[src/rtl/barret_1481_sched.sv]
// Shared scheduler in front of a single mod-1481 Barrett reducer: arbitrates NUM_REQ requesters into a
// two-stage pipeline (issue register S0, result register S1). Define BARRET_SCHED_RR_EN for round-robin; default is fixed priority.
`timescale 1ns/1ps

module barret_for_1481 (
    input  logic [20:0] din,
    output logic [10:0] dout
);
    // mu = floor(2^22 / 1481); for din < 2^21 the quotient estimate is short by at most one.
    localparam logic [32:0] MU = 33'd2832;

    logic [10:0] q;
    logic [20:0] qm;
    logic [11:0] r;

    always_comb begin
        q    = 11'(({12'd0, din} * MU) >> 22);
        qm   = {10'd0, q} * 21'd1481;
        r    = 12'(din - qm);
        dout = (r >= 12'd1481) ? 11'(r - 12'd1481) : r[10:0];
    end
endmodule

module barret_1481_sched #(
    parameter int NUM_REQ = 4,
    parameter int ID_W    = 2,
    parameter int DIN_W   = 21,
    parameter int DOUT_W  = 11
) (
    input  logic                       clk,
    input  logic                       rst,
    input  logic [NUM_REQ-1:0]         req_valid,
    output logic [NUM_REQ-1:0]         req_ready,
    input  logic [NUM_REQ*DIN_W-1:0]   din_a,
    output logic                       rsp_valid,
    input  logic                       rsp_ready,
    output logic [ID_W-1:0]            rsp_id,
    output logic [DOUT_W-1:0]          dout_r,
    output logic [1:0]                 in_flight,
    output logic                       idle
);
    // Handshake: a transfer happens on a rising edge where valid and ready are both high;
    // req_ready never depends combinationally on anything downstream except rsp_ready via s0_free.
    logic             s0_valid;
    logic [DIN_W-1:0] s0_data;
    logic [ID_W-1:0]  s0_id;
    logic [10:0]      red_out;

    logic             advance1;
    logic             s0_free;
    logic             grant_any;
    logic [ID_W-1:0]  grant_id;
    logic             take;

`ifdef BARRET_SCHED_RR_EN
    logic [ID_W-1:0]  rr_ptr;
`endif

    assign advance1 = s0_valid & (~rsp_valid | rsp_ready);
    assign s0_free  = ~s0_valid | advance1;
    assign take     = s0_free & grant_any;

    // Scan from highest to lowest candidate so the last hit is the winner.
    always_comb begin
        grant_any = 1'b0;
        grant_id  = '0;
`ifdef BARRET_SCHED_RR_EN
        for (int i = NUM_REQ - 1; i >= 0; i--) begin
            logic [ID_W:0] cand;
            cand = {1'b0, rr_ptr} + (ID_W+1)'(i);
            if (cand >= (ID_W+1)'(NUM_REQ))
                cand = cand - (ID_W+1)'(NUM_REQ);
            if (req_valid[cand[ID_W-1:0]]) begin
                grant_any = 1'b1;
                grant_id  = cand[ID_W-1:0];
            end
        end
`else
        for (int i = NUM_REQ - 1; i >= 0; i--) begin
            if (req_valid[i]) begin
                grant_any = 1'b1;
                grant_id  = ID_W'(i);
            end
        end
`endif
    end

    always_comb begin
        req_ready = '0;
        if (take)
            req_ready[grant_id] = 1'b1;
    end

    barret_for_1481 u_red (
        .din  (s0_data),
        .dout (red_out)
    );

    always_ff @(posedge clk) begin
        if (rst) begin
            s0_valid <= 1'b0;
            s0_data  <= '0;
            s0_id    <= '0;
        end else if (s0_free) begin
            s0_valid <= take;
            if (take) begin
                s0_data <= din_a[grant_id*DIN_W +: DIN_W];
                s0_id   <= grant_id;
            end
        end
    end

    always_ff @(posedge clk) begin
        if (rst) begin
            rsp_valid <= 1'b0;
            dout_r    <= '0;
            rsp_id    <= '0;
        end else if (advance1) begin
            rsp_valid <= 1'b1;
            dout_r    <= DOUT_W'(red_out);
            rsp_id    <= s0_id;
        end else if (rsp_ready) begin
            rsp_valid <= 1'b0;
        end
    end

`ifdef BARRET_SCHED_RR_EN
    always_ff @(posedge clk) begin
        if (rst)
            rr_ptr <= '0;
        else if (take)
            rr_ptr <= (grant_id == ID_W'(NUM_REQ - 1)) ? '0 : grant_id + 1'b1;
    end
`endif

    assign in_flight = {1'b0, s0_valid} + {1'b0, rsp_valid};
    assign idle      = (in_flight == 2'd0) && !(|req_valid);
endmodule

[config.mk]
export PLATFORM = sky130hd
export DESIGN_NAME = barret_1481_sched
export DESIGN_NICKNAME = d
export VERILOG_FILES = /design/src/rtl/barret_1481_sched.sv
export SDC_FILE = /design/constraint.sdc
export NUM_CORES = 1
export LEC_CHECK = 0
export CAP_MARGIN = 20
export CORE_ASPECT_RATIO = 0.5
export CORE_MARGIN = 10
export CORE_UTILIZATION = 50
export DETAILED_ROUTE_END_ITERATION = 7
export HOLD_SLACK_MARGIN = 0.03
export PLACE_DENSITY = 0.82
export SLEW_MARGIN = 25
export SYNTH_ARGS = -nofsm -noshare
export SYNTH_HDL_FRONTEND = slang
export SYNTH_SLANG_ARGS = --single-unit
[constraint.sdc]
create_clock -name clk -period 8.2 [get_ports clk]
set_clock_uncertainty 0.15 [all_clocks]
set_input_delay 2.05 -clock clk [delete_from_list [all_inputs] [get_ports clk]]
set_output_delay 2.05 -clock clk [all_outputs]
set_load 0.02 [all_outputs]
==> results.md <==
- The mean area per synthesized cell is a little over 9 um^2.
- For this run, the top clock speed supported by timing is approximately 0.12 GHz.
- The clock tree from TritonCTS is yes.
- STA classifies the critical path endpoint as a flop.
- The cell with the largest stage delay on the worst path is fa_1.
- Counting flops and latches in the post-synthesis netlist gives 38.
- The congestion estimate from routability-driven global placement came to just over 0.9.
- 0 antenna diodes ended up in the layout.
- In this run the cell area measured after placement is approximately 7600 um^2.
- The clock reaches the later pin of the worst-skew pair after 0.29 ns.
- The post-route cell area is 8013 um^2.
- The die area is 17320 um^2.
- Global routing finished with a remaining overflow of 0.
- The final clock period utilization by the worst path is 0.9774.
- The largest net degree at the start of global routing is 43.
- The start-to-end type of the worst setup path is reg -> reg.
- For this configuration, the core starts out at a cell density of 0.5150.
- The number of buffers created by CTS is 5.
- After layout, the worst setup slack is around 0.19 ns.
- The clock tree synthesis step divided the H-tree into 2 levels.
- The via count of the first global-routing pass is 5493.
- The share of synthesized area in the top cell type comes to 0.2373.
- Max-cap violations in this run came to 0.
- Yosys attributes the largest share of cell area to ha_1 (24%), fa_1 (16%), dfxtp_1 (12%).
- The Yosys warning count is 0.
- The sequential cell area fraction in the yosys report is 0.1244.
- The slew at the pin closest to its max-slew limit is 0.7943 ns.
- Summing every instance area after synthesis gives between 6000 and 7000 um^2.
- The count of final max-slew check failures is 0.
- The core box area is 11880 um^2.
- Clock-pin slew was measured on the worst setup and hold paths at roughly 0.060 ns.
- The minimum clock period after layout is around 8 ns.
- The number of instances in the synthesized netlist is 669.
- The worst slack after detailed placement is -0.02734 ns.
- For this run, the post-layout net count is between 1000 and 1500.
- The number of antenna violations at the first check in global routing was 0.
- In the routed layout, each cell is associated on average with a via count of around 5.4.
- The total wirelength of the detailed-routed design is roughly 16000 um.
- The fraction of layout cells with a size suffix above 1 is 0.1384.
- The run finished with clean final reports.
- The die outline width is between 150 and 200 um.
- The hold-fix buffer count after cts is 0.
- For the final routed database, the setup TNS stands at 0 ns.
- The final hold violation count is 0.
- The area growth from synthesis to final layout is 31.01%.
- The wire length of the first global-routing pass is roughly 26000 um.
- In the global route stage, overall resource usage came out at 0.1782.
- The number of nets in the synthesized netlist is about 900.
- The clock root buffer is clkbuf_16.
- In this run the count of I/O pins placed on the die edge is approximately 110.
- The worst relative slew slack is 0.4704.
- The maximum single-stage delay on the critical path is roughly 0.52 ns.
- The number of I/O port buffers is roughly 110.
- The maximum net fanout on the critical path is 5.
- The number of setup violations in the final report is 0.
- For this run, design rule violations remaining after detail routing come to 0.
- The unique cell type count in the Yosys netlist is 60.
- In the synthesized netlist the async set-or-reset flop fraction comes to 0.
- The synthesized design contains 0 enable-type register cells.
- For this run, the leading register cell type out of synthesis is dfxtp_1.
- Data on the critical path arrives at its endpoint at 8.05 ns.
- The critical path data required time is between 8 and 9 ns.
- The number of detailed-routing iterations run before antenna repair is 4.
- The post-DP HPWL is about 13000 um.
- The synthesized design spends more area on one cell type than any other, namely ha_1.
- The initial DRC count is about 260.
- The floorplan step set the die height to 98.21 um.
- After detailed routing, the average wire length per cell comes to 16.60 um.
- The clock tree buffer depth is 2.
- The path class of the tightest hold or removal check is reg -> reg.
- The number of rows created at floorplan is 28.
- The clock net in this run drives a total of 38 sinks.
- The startpoint class of the critical path is a flop.
- The antenna violation net count after detailed routing is 0.
- The number of vias after detailed routing is approximately 5300.
[cell usage in the layout (no fill, tap or decap), drive strengths merged, types with 4 or more instances in the layout]
| cell | count |
|---|---|
| mux4 | 21 |
| and2 | 9 |
| clkdlybuf4s50 | 111 |
| o211ai | 6 |
| xnor2 | 30 |
| nor2 | 35 |
| ha | 116 |
| buf | 39 |
| nand2 | 67 |
| a21o | 7 |
| nor3 | 13 |
| a21oi | 45 |
| clkbuf | 6 |
| o21a | 5 |
| inv | 100 |
| dfxtp | 38 |
| fa | 50 |
| o21bai | 5 |
| or3 | 5 |
| xor2 | 11 |
| o21ai | 19 |
| nor4 | 5 |
| nor2b | 5 |
| or2 | 4 |
| nand3 | 8 |
| nand4 | 4 |
[logic make-up (layout without fill, tap and decap cells)]
family	after synthesis	after routing	share of synthesized area
multiplexers	23	23	0.08061
buffers and inverters	119	258	0.07385
adder cells (fa/ha/maj)	166	166	0.4010
flip-flops	38	38	0.1244
XOR/XNOR	42	43	0.06813
AND/OR/NAND/NOR	174	174	0.1377
AO/OA/AOI/OAI	107	107	0.1144
[synth_stat cells (all sizes together) (4+ instances only)]
master and number:
mux4 21, nor2b 5, nand3 8, or3 5, xnor2 30, ha 116
and2 9, nor2 35, nor4 5, a21o 7, dfxtp 38, fa 50
or2 4, a21oi 45, nand2 67, o211ai 6, o21a 5, nor3 13
clkbuf 16, o21ai 19, nand4 4, xor2 11, o21bai 5, inv 100
[routing by layer]
metal	vias up	part of all wire	GRT usage
met2	133	0.51	0.3252
met1	2564	0.42	0.2109
met4	0	0.020	0.04303
met3	35	0.047	0.03459
li1	2572	-	-
met5	-	0	0
[final timing paths]
kind | cells past startpoint | end | slack [ns] | start
worst max-delay path | 31 | dout_r[4] | 0.19 | s0_data[3]
worst min-delay path | 2 | rsp_id[0] | 0.31 | rsp_id[0]
worst max register to register | 31 | dout_r[4] | 0.19 | s0_data[3]
worst min register to register | 2 | rsp_id[0] | 0.31 | rsp_id[0]
[sequential cells by signal, indices dropped and copies added, names as in the netlist]
signal	flops
rsp_valid	1
s0_id	2
rsp_id	2
s0_data	21
dout_r	11
s0_valid	1
[cell type report]
cell class,count,area (um^2)
Sequential cell,38,772.0
Clock inverter,2,60.06
Clock buffer,6,138.9
Tap cell,165,206.4
Timing Repair Buffer,150,1404
Inverter,100,375.4
Fill cell,860,3864
Multi-Input combinational cell,513,5056
[what timing repair did]
item | 4_1_cts | 5_1_grt
pin swaps | 1 | 18
endpoints found under the hold margin | 0 | 0
setup endpoints to repair | 2 | 11
setup buffers | 0 | 9
resized for setup | 0 | 26
gates cloned | 0 | 1
[worst max-delay path, delay by kind of cell, from the launching register on]
family	cells	cell delay, ns
adder cells (fa/ha/maj)	10	3.67
AO/OA/AOI/OAI	8	1.68
AND/OR/NAND/NOR	5	1.19
XOR/XNOR	3	0.65
flip-flops	1	0.34
buffers and inverters	5	0.24
[through the flow]
| stage | cells | utilization | hold WS (ns) |
|---|---|---|---|
| floorplan | 669 | - | 0.2821 |
| global placement | 956 | 0.6394 | 0.2948 |
| detailed placement | 956 | 0.6394 | 0.3041 |
| CTS | 964 | 0.6561 | 0.3127 |
| global route | 974 | 0.6747 | 0.3262 |
| finish | 974 | 0.6747 | 0.3115 |
Power is not shown: default switching activity piles up to over one toggle a cycle in this logic, so the estimate is an artifact.
